==> config.mk <==
export PLATFORM = sky130hd
export DESIGN_NAME = seg_scan_ctrl_flat
export DESIGN_NICKNAME = d
export VERILOG_FILES = /design/src/rtl/seg_scan_ctrl_if.sv /design/src/rtl/seg_scan_ctrl.sv /design/src/flat_wrapper.sv
export SDC_FILE = /design/constraint.sdc
export NUM_CORES = 1
export LEC_CHECK = 0
export CAP_MARGIN = 20
export CORE_MARGIN = 10
export CORE_UTILIZATION = 50
export DETAILED_ROUTE_END_ITERATION = 16
export PLACE_DENSITY = 0.74
export SYNTH_ARGS = -nofsm -noshare
export SYNTH_HDL_FRONTEND = slang
export SYNTH_SLANG_ARGS = --single-unit
export TNS_END_PERCENT = 20
==> constraint.sdc <==
create_clock -name clk -period 1.8 [get_ports clk]
set_input_delay 0.27 -clock clk [delete_from_list [all_inputs] [get_ports clk]]
set_output_delay 0.27 -clock clk [all_outputs]
set_load 0.01 [all_outputs]
==> src/rtl/seg_scan_ctrl_if.sv <==
// Interface bundle for the 7-segment scan controller: host-side controls in,
// display drive out. The host side uses the master view, the controller the slave view.
interface seg_scan_ctrl_if #(
    parameter int NUM_DIG = 4
);
    logic                   en;
    logic                   load;
    logic [4*NUM_DIG-1:0]   data_in;
    logic [NUM_DIG-1:0]     dp_in;
    logic                   lz_en;
    logic [3:0]             bcd;
    logic [NUM_DIG-1:0]     dig_an;
    logic                   dp_n;
    logic                   pending;
    logic                   frame_tick;

    modport master (
        output en, load, data_in, dp_in, lz_en,
        input  bcd, dig_an, dp_n, pending, frame_tick
    );

    modport slave (
        input  en, load, data_in, dp_in, lz_en,
        output bcd, dig_an, dp_n, pending, frame_tick
    );
endinterface

==> src/rtl/seg_scan_ctrl.sv <==
// Time-multiplexed scan controller for a common-anode multi-digit 7-segment
// display. One shared BCD decoder is fed the current digit; each digit slot is
// a blanking gap followed by a lit period. The display value is double-buffered
// and only committed at a frame boundary (or while dark) to avoid tearing.
//
// state | meaning
// BLANK | all anodes off, bcd already presents digit idx
// SHOW  | anode idx on (unless leading-zero suppressed), dp driven
//
// Outputs are registered from the current state, so they trail the state
// register by one clock. en=0 and rst act on the outputs in the same edge.
module seg_scan_ctrl #(
    parameter int NUM_DIG   = 4,
    parameter int CLK_DIV   = 50000,
    parameter int BLANK_CYC = 500
) (
    input  logic            clk,
    input  logic            rst,
    seg_scan_ctrl_if.slave  bus
);

    localparam int IDX_W   = (NUM_DIG > 1) ? $clog2(NUM_DIG) : 1;
    localparam int CNT_MAX = (CLK_DIV > BLANK_CYC) ? CLK_DIV : BLANK_CYC;
    localparam int CNT_W   = (CNT_MAX > 1) ? $clog2(CNT_MAX) : 1;

    localparam logic [CNT_W-1:0] BLANK_LAST = CNT_W'(BLANK_CYC - 1);
    localparam logic [CNT_W-1:0] SHOW_LAST  = CNT_W'(CLK_DIV - 1);
    localparam logic [IDX_W-1:0] IDX_LAST   = IDX_W'(NUM_DIG - 1);
    localparam logic [NUM_DIG-1:0] AN_OFF   = {NUM_DIG{1'b1}};

    typedef enum logic {
        BLANK = 1'b0,
        SHOW  = 1'b1
    } state_t;

    state_t                 state;
    logic [IDX_W-1:0]       idx;
    logic [CNT_W-1:0]       cnt;
    logic                   wrap_flag;

    logic [4*NUM_DIG-1:0]   act;
    logic [NUM_DIG-1:0]     act_dp;
    logic [4*NUM_DIG-1:0]   shd;
    logic [NUM_DIG-1:0]     shd_dp;
    logic                   pend;

    logic [3:0]             bcd_q;
    logic [NUM_DIG-1:0]     dig_an_q;
    logic                   dp_n_q;
    logic                   pending_q;
    logic                   tick_q;

    logic [NUM_DIG-1:0]     supp;
    logic                   upper_zero;
    logic [3:0]             cur_nib;
    logic                   cur_dp;
    logic                   cur_supp;
    logic [NUM_DIG-1:0]     an_sel;
    logic                   wrap_now;
    logic                   commit;

    // Leading-zero mask: a digit goes dark when it and everything above it is
    // zero, except digit 0 and any digit carrying a decimal point.
    always_comb begin
        upper_zero = 1'b1;
        supp       = '0;
        for (int k = NUM_DIG - 1; k >= 0; k--) begin
            upper_zero = upper_zero && (act[4*k +: 4] == 4'd0);
            supp[k]    = bus.lz_en && upper_zero && (k != 0) && !act_dp[k];
        end
    end

    // Select the nibble, decimal point and suppression bit of the current digit.
    always_comb begin
        cur_nib  = 4'd0;
        cur_dp   = 1'b0;
        cur_supp = 1'b0;
        for (int k = 0; k < NUM_DIG; k++) begin
            if (idx == IDX_W'(k)) begin
                cur_nib  = act[4*k +: 4];
                cur_dp   = act_dp[k];
                cur_supp = supp[k];
            end
        end
    end

    // Frame wrap and commit qualification for the current state.
    always_comb begin
        an_sel   = ~(NUM_DIG'(1) << idx);
        wrap_now = (state == SHOW) && (cnt == SHOW_LAST) && (idx == IDX_LAST);
        // Committing while dark is safe: nothing is on the display to tear.
        commit   = pend && (!bus.en || wrap_now);
    end

    // Scan FSM, double buffer and registered display outputs.
    always_ff @(posedge clk) begin
        if (rst) begin
            state     <= BLANK;
            idx       <= '0;
            cnt       <= '0;
            wrap_flag <= 1'b0;
            act       <= '0;
            act_dp    <= '0;
            shd       <= '0;
            shd_dp    <= '0;
            pend      <= 1'b0;
            bcd_q     <= 4'd0;
            dig_an_q  <= AN_OFF;
            dp_n_q    <= 1'b1;
            pending_q <= 1'b0;
            tick_q    <= 1'b0;
        end else begin
            bcd_q     <= cur_nib;
            pending_q <= pend;

            if (!bus.en) begin
                dig_an_q <= AN_OFF;
                dp_n_q   <= 1'b1;
                tick_q   <= 1'b0;
            end else begin
                tick_q <= wrap_flag;
                if (state == SHOW && !cur_supp) begin
                    dig_an_q <= an_sel;
                    dp_n_q   <= ~cur_dp;
                end else begin
                    dig_an_q <= AN_OFF;
                    dp_n_q   <= 1'b1;
                end
            end

            wrap_flag <= 1'b0;
            if (!bus.en) begin
                state <= BLANK;
                idx   <= '0;
                cnt   <= '0;
            end else begin
                case (state)
                    BLANK: begin
                        if (cnt == BLANK_LAST) begin
                            state <= SHOW;
                            cnt   <= '0;
                        end else begin
                            cnt <= cnt + 1'b1;
                        end
                    end
                    SHOW: begin
                        if (cnt == SHOW_LAST) begin
                            state <= BLANK;
                            cnt   <= '0;
                            if (idx == IDX_LAST) begin
                                idx       <= '0;
                                wrap_flag <= 1'b1;
                            end else begin
                                idx <= idx + 1'b1;
                            end
                        end else begin
                            cnt <= cnt + 1'b1;
                        end
                    end
                    default: begin
                        state <= BLANK;
                        cnt   <= '0;
                    end
                endcase
            end

            // Commit sees the shadow from before any same-cycle load.
            if (commit) begin
                act    <= shd;
                act_dp <= shd_dp;
            end
            if (bus.load) begin
                shd    <= bus.data_in;
                shd_dp <= bus.dp_in;
                pend   <= 1'b1;
            end else if (commit) begin
                pend <= 1'b0;
            end
        end
    end

    assign bus.bcd        = bcd_q;
    assign bus.dig_an     = dig_an_q;
    assign bus.dp_n       = dp_n_q;
    assign bus.pending    = pending_q;
    assign bus.frame_tick = tick_q;

endmodule

==> src/flat_wrapper.sv <==
// flat-port wrapper written by rule: the top's interface ports become plain ports
module seg_scan_ctrl_flat 
#(
    parameter int NUM_DIG   = 4,
    parameter int CLK_DIV   = 50000,
    parameter int BLANK_CYC = 500
)
  (clk, rst, bus_en, bus_load, bus_data_in, bus_dp_in, bus_lz_en, bus_bcd, bus_dig_an, bus_dp_n, bus_pending, bus_frame_tick);
  seg_scan_ctrl_if #(.NUM_DIG(NUM_DIG)) bus_i ();
  input  logic clk;
  input  logic rst;
  input wire logic [$bits(bus_i.en)-1:0] bus_en;
  input wire logic [$bits(bus_i.load)-1:0] bus_load;
  input wire logic [$bits(bus_i.data_in)-1:0] bus_data_in;
  input wire logic [$bits(bus_i.dp_in)-1:0] bus_dp_in;
  input wire logic [$bits(bus_i.lz_en)-1:0] bus_lz_en;
  output wire logic [$bits(bus_i.bcd)-1:0] bus_bcd;
  output wire logic [$bits(bus_i.dig_an)-1:0] bus_dig_an;
  output wire logic [$bits(bus_i.dp_n)-1:0] bus_dp_n;
  output wire logic [$bits(bus_i.pending)-1:0] bus_pending;
  output wire logic [$bits(bus_i.frame_tick)-1:0] bus_frame_tick;
  assign bus_i.en = bus_en;
  assign bus_i.load = bus_load;
  assign bus_i.data_in = bus_data_in;
  assign bus_i.dp_in = bus_dp_in;
  assign bus_i.lz_en = bus_lz_en;
  assign bus_bcd = bus_i.bcd;
  assign bus_dig_an = bus_i.dig_an;
  assign bus_dp_n = bus_i.dp_n;
  assign bus_pending = bus_i.pending;
  assign bus_frame_tick = bus_i.frame_tick;
  seg_scan_ctrl #(.NUM_DIG(NUM_DIG), .CLK_DIV(CLK_DIV), .BLANK_CYC(BLANK_CYC)) u_core (.clk(clk), .rst(rst), .bus(bus_i));
endmodule
==> flow_summary.yaml <==
clock_network:
  ctsHtreeMaxLevel: 3
  clock_latency_ns: 0.35
  root_buffer: "clkbuf_8"
  cts_inserted_buffers: 9
  clockBufferDepth: 2
  cts_tree: "yes"
  cts.sinks: 72
  cts_hold_buf: 0
  clk_pin_slew_ns: 0.07
drt:
  drt_iter0_drc: 245
  drc: 0
  firstDrtPassIters: 4
  final_antenna_net_count: 0
  routedWlPerCell_um: 15.0
  via_count: 3110
  routed_wl_um: 8080
  routed_via_density: 5.78
synth:
  yosysTopAreaCellShare_pct: 41.1
  synth_largest_area_cell: "dfxtp_1"
  synth.avg_cell_area_um2: 9.13
  synth_area_leaders: "dfxtp_1 (41%), o311ai_2 (7.4%), nand2_1 (6.4%)"
  synth.distinct_cells: 39
  synth_nets: 414
  syn-cell-area_um2: 3500
  synth_seq_cells: 72
  yosysWarnings: 0
  syn-instance-count: 384
  ys_seq_area_share_pct: 41.1
sta:
  fmax_mhz: 577
  rsz0062_at_grt: "false"
  whs_ns: 0.497
  final_hold_viol_count: 0
  setup_slack_ns: 0.0676
  slew_violations: 0
  relSlewSlack_pct: 75.5
  finalSetupTns_ns: 0
  layout_min_cycle_time_ns: 1.73
  worst_slew_pin_slew_ns: 0.365
  fin_crit_sh_pct: 96.2
  final.setup_skew_ns: 0.00587
  finalSetupViolations: 0
die:
  io_pins: 36
  die_area_um2: 10800
  die_w_um: 104
  die_h_um: 104
  fp-row-count: 30
  core_um2: 6790
  start_util_pct: 51.6
worst_setup_path:
  critical_path_arrival_ns: 1.99
  cp-startpoint: "u_core.cnt[1]"
  r2r_start: "u_core.cnt[1]"
  crit_required_ns: 2.06
  startpoint_type: "register"
  r2r_end: "u_core.act[11]"
  worstSetupEndpoint: "u_core.act[11]"
  rr_worst_depth: 6
  cp_max_fo: 24
  end_kind: "register"
  r2r_setup_slack_ns: 0.07
  path_class: "reg2reg"
global_route:
  grt_pass1_wl_um: 13600
  gr-usage-all-layers_pct: 14.6
  grt_pass1_vias: 2887
  grt_max_degree: 45
  antenna_found_initial: 0
  grt.overflow.total: 0
status:
  outcome: "finished, final reports clean"
placement:
  dp_hpwl_um: 5610
  io_buffers: 35
  routabilityCongestion: 0.852
  dp_slack_ns: -0.00299
finish:
  final_nets: 467
  drive_above_1_share_pct: 18.3
  layout_commonest_cell: "dfxtp_1"
  area_growth_pct: 27.5
  final_cell_mix: "dfxtp_1 (70), nand2_1 (60), clkdlybuf4s50_1 (35)"
  antenna_cells: 0
  final_util_pct: 65.7
power:
  total_leakage_power_nw: 1.58
  vdd_drop_max_mv: 0.406
  p_total_mw: 3.51
  powerDensity_nw_per_um2: 787
worst_hold_path:
  hold_path.class: "reg2reg"
run:
  max_cap_violations: 0
area by class of cell:
class | instances | area, um2
Inverter | 8 | 30.0
Fill cell | 546 | 2330
Multi-Input combinational cell | 273 | 1930
Tap cell | 96 | 120
Clock inverter | 6 | 82.6
Timing Repair Buffer | 73 | 718
Sequential cell | 72 | 1440
Clock buffer | 10 | 138
critical path, cell delays in order, from the launching register on:
cell	delay, ns
dfxtp_2	0.36
ha_4	0.14
nand4_2	0.10
or4_4	0.46
buf_8	0.18
buf_4	0.15
o311ai_2	0.25
cell families after synthesis:
family,count (synthesis),synth area share (%)
AND/OR/NAND/NOR,163,23.6
flip-flops,72,41.1
AO/OA/AOI/OAI,71,19.2
buffers and inverters,39,5.03
multiplexers,20,5.71
XOR/XNOR,14,3.50
adder cells (fa/ha/maj),5,1.79
repair_timing:
item | 4_1_cts | 5_1_grt
buffers inserted | 0 | 0
gates resized for setup | 3 | 6
setup endpoints to repair | 8 | 38
sequential cells by signal (all words and copies together) (netlist names), 2 cells and up:
name and flops:
u_core.act 16, u_core.act_dp 4, u_core.bus.bcd 4, u_core.bus.dig_an 4
u_core.cnt 16, u_core.idx 2, u_core.shd 16, u_core.shd_dp 4
power by group:
group	switching (mW)	leakage, nW	internal, mW	total, mW
clock	0.603	0.112	0.810	1.41
sequential	0.0643	0.588	1.67	1.74
combinational	0.164	0.878	0.199	0.364
total	0.831	1.58	2.68	3.51
how the worst min path moves through the flow:
stage	from	end	slack [ns]	cells past startpoint
final	u_core.wrap_flag	u_core.bus.frame_tick	0.50	1
after global routing	u_core.act[14]	u_core.bus.bcd[2]	0.53	2
after CTS	u_core.act[14]	u_core.bus.bcd[2]	0.50	2
after detailed placement	u_core.wrap_flag	u_core.bus.frame_tick	0.48	1
after global placement	u_core.act[14]	u_core.bus.bcd[2]	0.48	2
after floorplan	u_core.cnt[0]	u_core.cnt[0]	0.41	1
metrics by stage:
| step | instance area, um2 | instances |
|---|---|---|
| after CTS | 4430 | 538 |
| final | 4470 | 538 |
| after floorplan | 3510 | 384 |
| after global placement | 4200 | 522 |
| after global routing | 4470 | 538 |
| after detailed placement | 4200 | 522 |
Yosys cell counts:
master	instances
dfxtp_1	72
nand2_1	60
nor2_1	23
clkbuf_1	22
nor3_1	21
a32oi_1	20
mux2i_1	20
nor3b_1	19
o311ai_2	16
a21oi_1	14
xnor2_1	12
nor4_1	9
inv_1	7
nand3_1	6
nand4_1	6
buf_1	5
ha_1	5
buf_6	4
nand3b_1	4
nor2b_1	4
o211ai_1	4
o22ai_1	4
o311ai_0	4
o21ai_0	3
or4_1	3
and3_1	2
nor4b_1	2
xor2_1	2
a22o_1	1
a22oi_1	1
a311oi_1	1
and4_1	1
clkinv_1	1
nand4_2	1
o22ai_4	1
o31ai_1	1
o32a_1	1
or3_1	1
or4b_2	1
metal layers:
layer / wire, um / share of wire, % / global-route usage, %
met4: 156 / 1.9 / 6.36
met2: 3680 / 45 / 22.6
met3: 426 / 5.3 / 3.41
met1: 3820 / 47 / 18.8
met5: 0 / 0 / 0
Power figures use the tool's default switching activity.
